--- src/rtl/gumnut_int_ctrl.sv ---
// Multi-source interrupt controller for the Gumnut int_req/int_ack handshake.
// Maskable level/edge sources, fixed or round-robin arbitration, tracks one in-service source.
module gumnut_int_ctrl #(
    parameter int                 NUM_SRC   = 8,
    parameter logic [NUM_SRC-1:0] EDGE_MASK = '0,
    parameter bit                 RR_EN     = 1'b0
) (
    input  logic                       clk,
    input  logic                       rst,
    input  logic [NUM_SRC-1:0]         irq_i,
    input  logic                       mask_we_i,
    input  logic [NUM_SRC-1:0]         mask_i,
    output logic [NUM_SRC-1:0]         mask_o,
    output logic [NUM_SRC-1:0]         pending_o,
    output logic                       int_req_o,
    input  logic                       int_ack_i,
    input  logic                       reti_i,
    output logic [$clog2(NUM_SRC)-1:0] int_id_o,
    output logic                       busy_o
);

    localparam int ID_W = $clog2(NUM_SRC);

    typedef enum logic [1:0] {
        IDLE,
        REQ,
        SERVICE
    } state_t;

    state_t             state;
    logic [NUM_SRC-1:0] mask;
    logic [NUM_SRC-1:0] pending;
    logic [NUM_SRC-1:0] irq_prev;
    logic [ID_W-1:0]    rr_ptr;

    logic [NUM_SRC-1:0] eligible;
    logic [ID_W-1:0]    winner;
    logic               found;
    logic               ack_hit;
    logic [NUM_SRC-1:0] edge_set;
    logic [NUM_SRC-1:0] ack_clr;
    logic [NUM_SRC-1:0] pending_nxt;

    assign mask_o    = mask;
    assign pending_o = pending;

    // Round-robin starts one past the last serviced source; fixed priority starts at 0.
    always_comb begin
        // NOTE: every variable gets a default before the loop so no latch is inferred.
        eligible = pending & mask;
        winner   = '0;
        found    = 1'b0;
        for (int k = 0; k < NUM_SRC; k++) begin
            int idx;
            if (RR_EN) begin
                idx = int'(rr_ptr) + 1 + k;
                if (idx >= NUM_SRC) idx = idx - NUM_SRC;
            end else begin
                idx = k;
            end
            if (!found && eligible[idx]) begin
                found  = 1'b1;
                winner = ID_W'(idx);
            end
        end
    end

    assign ack_hit  = (state == REQ) && int_ack_i;
    assign edge_set = EDGE_MASK & irq_i & ~irq_prev;
    assign ack_clr  = ack_hit ? (EDGE_MASK & (NUM_SRC'(1) << int_id_o)) : '0;

    // A fresh edge in the ack cycle re-sets the flag after the clear.
    assign pending_nxt = (EDGE_MASK & ((pending & ~ack_clr) | edge_set))
                       | (~EDGE_MASK & irq_i);

    always_ff @(posedge clk) begin
        // NOTE: non-blocking assignments so every register samples pre-edge values.
        if (rst) begin
            state     <= IDLE;
            mask      <= '0;
            pending   <= '0;
            irq_prev  <= '0;
            rr_ptr    <= ID_W'(NUM_SRC - 1);
            int_req_o <= 1'b0;
            int_id_o  <= '0;
            busy_o    <= 1'b0;
        end else begin
            irq_prev <= irq_i;
            pending  <= pending_nxt;
            if (mask_we_i) mask <= mask_i;

            case (state)
                IDLE: begin
                    if (found) begin
                        state     <= REQ;
                        int_id_o  <= winner;
                        int_req_o <= 1'b1;
                    end
                end
                REQ: begin
                    if (int_ack_i) begin
                        state     <= SERVICE;
                        int_req_o <= 1'b0;
                        busy_o    <= 1'b1;
                        rr_ptr    <= int_id_o;
                    end else if (!eligible[int_id_o]) begin
                        state     <= IDLE;
                        int_req_o <= 1'b0;
                    end
                end
                SERVICE: begin
                    if (reti_i) begin
                        state  <= IDLE;
                        busy_o <= 1'b0;
                    end
                end
                default: begin
                    state     <= IDLE;
                    int_req_o <= 1'b0;
                    busy_o    <= 1'b0;
                end
            endcase
        end
    end

endmodule
--- config.mk ---
export PLATFORM = sky130hd
export DESIGN_NAME = gumnut_int_ctrl
export DESIGN_NICKNAME = d
export VERILOG_FILES = /design/src/rtl/gumnut_int_ctrl.sv
export SDC_FILE = /design/constraint.sdc
export NUM_CORES = 1
export LEC_CHECK = 0
export ABC_CLOCK_PERIOD_IN_PS = 3200
export CAP_MARGIN = 5
export CORE_MARGIN = 2
export CORE_UTILIZATION = 43
export DETAILED_ROUTE_END_ITERATION = 10
export GPL_TIMING_DRIVEN = 0
export PLACE_DENSITY_LB_ADDON = 0.2
export SLEW_MARGIN = 10
export SYNTH_ARGS = -nofsm -noshare
export SYNTH_HDL_FRONTEND = slang
export SYNTH_SLANG_ARGS = --single-unit
--- constraint.sdc ---
create_clock -name clk -period 3.2 [get_ports clk]
set_input_delay 0.32 -clock clk [delete_from_list [all_inputs] [get_ports clk]]
set_output_delay 0.32 -clock clk [all_outputs]
set_load 0.02 [all_outputs]
==> results.toml <==
[power_and_ir_drop]
switching_share_pct = 27.8
pwr-share-seq_pct = 54.3
net-switching-power_uw = 168
power_uw = 605
pwr-share-clk_pct = 21.5
ir_worst_vdd_v = 0.000311
p_int_uw = 436
p_leak_nw = 0.520
powerDensity_mw_per_mm2 = 430
combPwrFrac_pct = 24.2

[global_routing]
grt_usage_pct = 18.6
grt_overflow = 0
antenna_found_initial = 0
grt_max_degree = 13
grt_first_pass_wirelength_um = 3570
grt_pass1_vias = 830

[cells_and_area]
antennaDiodeCount = 0
area_growth_pct = 48.7
layout_commonest_cell = "clkdlybuf4s50_1"
drive_above_1_share_pct = 6.34
nNetsFinal = 164
filler_cell_count = 173
final_cell_mix = "clkdlybuf4s50_1 (40), dfxtp_1 (23), nor2_1 (15)"
final_util_pct = 69.6

[sta]
rsz0062_at_grt = "false"
drv_slew = 0
fin_setup_tns_ns = 0
worst_hold_slack_ns = 0.439
min_period_ns = 1.71
finalWorstSetupSlack_ns = 1.49
fin_crit_sh_pct = 53.6
hold_viol_final = 0
maxSlewHeadroom_pct = 68.7
tightest_slew_ns = 0.469
fin_skew_ns = 0.00563
clock.fmax_ghz = 0.583
setup_viol = 0

[detailed_routing]
drt_wl_total_um = 2250
wl_met2_um = 1110
route.met3.wl_um = 125
vias = 899
wire_per_inst_um = 13.3
remaining_drc_errors = 0
routed.top_layer = "met4"
drt_iter0_drc = 22
first_pass_iters = 4
drt-met1-wl_um = 980
postRouteAntennaNets = 0
routed_via_density = 5.32

[setup_path]
criticalPathCategory = "reg2out"
r2r_slack_ns = 1.78
crit_start = "int_id_o[0]"
endpoint_kind = "output port"
cp_slowest_stage_delay_ns = 0.64
path_cells = "clkdlybuf4s50_1"
cp-start-kind = "register"
r2r-start = "int_id_o[1]"
endpoint = "int_id_o[0]"
rr_worst_depth = 3
cp.depth = 1
cp.arrival_ns = 1.39
crit_family = "buffers and inverters"
path_buf_inv = 1
r2r_end = "int_req_o"
slowest_stage = "clkdlybuf4s50_1"
required_ns = 2.88
path_max_fanout = 4

[yosys]
synth-main-ff-cell = "dfxtp_1"
synth_edf_count = 0
synthesis.nets = 119
ys_warn_count = 0
syn_avg_cell_area_um2 = 9.65
synth_top_area_cell = "dfxtp_1"
synth_area_um2 = 946
synth_async_sr_flop_share_pct = 0
yosysTopAreaCellShare_pct = 48.7
synth_seq_area_share_pct = 48.7
ys_types = 27
syn_inst = 98
synth.ff_latch_count = 23
synth_area_leaders = "dfxtp_1 (49%), mux2i_1 (8.5%), nor2_1 (6.0%), nor2b_1 (5.3%), mux4_2 (4.8%)"

[die]
die_area_mm2 = 0.00259
coreArea_mm2 = 0.00202
initial_core_util_pct = 46.8
die_y_um = 50.9
io_pins = 42
die_x_um = 50.9
rows = 16

[clocking]
clock_latency_ns = 0.31
cts_tree = "done"
cts_hold_buf = 0
cts_setup_buffers = 0
cts.sinks = 23
clk_pin_slew_ns = 0.12
cts_made_buffers = 3
post_cts_resized = 0
cts_root_buf = "clkbuf_4"
ctsLongestPathBuffers = 2
h-tree-depth = 1

[placement]
port_buffers = 40
place_ws_ns = 1.64
place.detailed.hpwl_um = 1680
place.gp.congestion = 0.731

[min_path]
hp-class = "in2reg"
hold_start = "mask_we_i"

[run_status]
outcome = "finished clean"

[flow_run]
maxCapViolations = 0
[layout make-up]
class	count	area [um^2]	area share [%]
inverter	4	15.0	1.07
buffer	4	17.5	1.25
sequential	23	460	32.7
tap	27	33.8	2.40
multi-input combinational	67	453	32.2
timing repair buffer	40	400	28.5
clock buffer	4	26.3	1.87
[cells by family after synthesis]
group	count (synthesis)	synth area share, %
AO/OA/AOI/OAI	19	15.6
buffers and inverters	8	3.44
multiplexers	10	13.2
flip-flops	23	48.7
AND/OR/NAND/NOR	38	19.0
[synthesized netlist by cell type (2+ instances only)]
library cell,instances
clkbuf_1,2
dfxtp_1,23
a21oi_1,4
nor2b_1,8
a22oi_1,4
buf_2,2
nor2_1,15
a32oi_1,2
a211oi_1,2
nand2_1,7
mux2i_1,8
nor3_1,2
inv_1,4
mux4_2,2
[power groups by stage]
stage / combinational, mW / sequential (mW) / clock, mW
after global placement: 0.143 / 0.334 / 0
after detailed placement: 0.146 / 0.335 / 0
final: 0.146 / 0.329 / 0.130
after floorplan: 0.0521 / 0.355 / 0
after global routing: 0.158 / 0.332 / 0.145
after CTS: 0.147 / 0.328 / 0.132
[registers in the layout (all words and copies together) (netlist names)]
signal	cells
pending_o	8
busy_o	1
mask_o	8
state	2
int_id_o	3
int_req_o	1
[worst min path at each step]
| stage | to | slack, ns | cells past startpoint |
|---|---|---|---|
| 6_report | mask_o[4] | 0.44 | 3 |
| 3_5_place_dp | int_req_o | 0.49 | 2 |
| 2_1_floorplan | pending_o[0] | 0.39 | 1 |
| 5_1_grt | mask_o[6] | 0.46 | 3 |
| 3_3_place_gp | int_req_o | 0.49 | 2 |
| 4_1_cts | mask_o[4] | 0.44 | 3 |
[metal layers]
metal  vias up  track usage (%)
li1        439                -
met1       425             22.5
met2        31             32.3
met3         4             4.09
met4         0             6.76
met5         -                0
[metrics by stage]
| step | cell area [um^2] | cells |
|---|---|---|
| 2_1_floorplan | 946 | 98 |
| 3_3_place_gp | 1380 | 165 |
| 3_5_place_dp | 1380 | 165 |
| 4_1_cts | 1410 | 169 |
| 5_1_grt | 1410 | 169 |
| 6_report | 1410 | 169 |
Power figures use the tool's default switching activity.
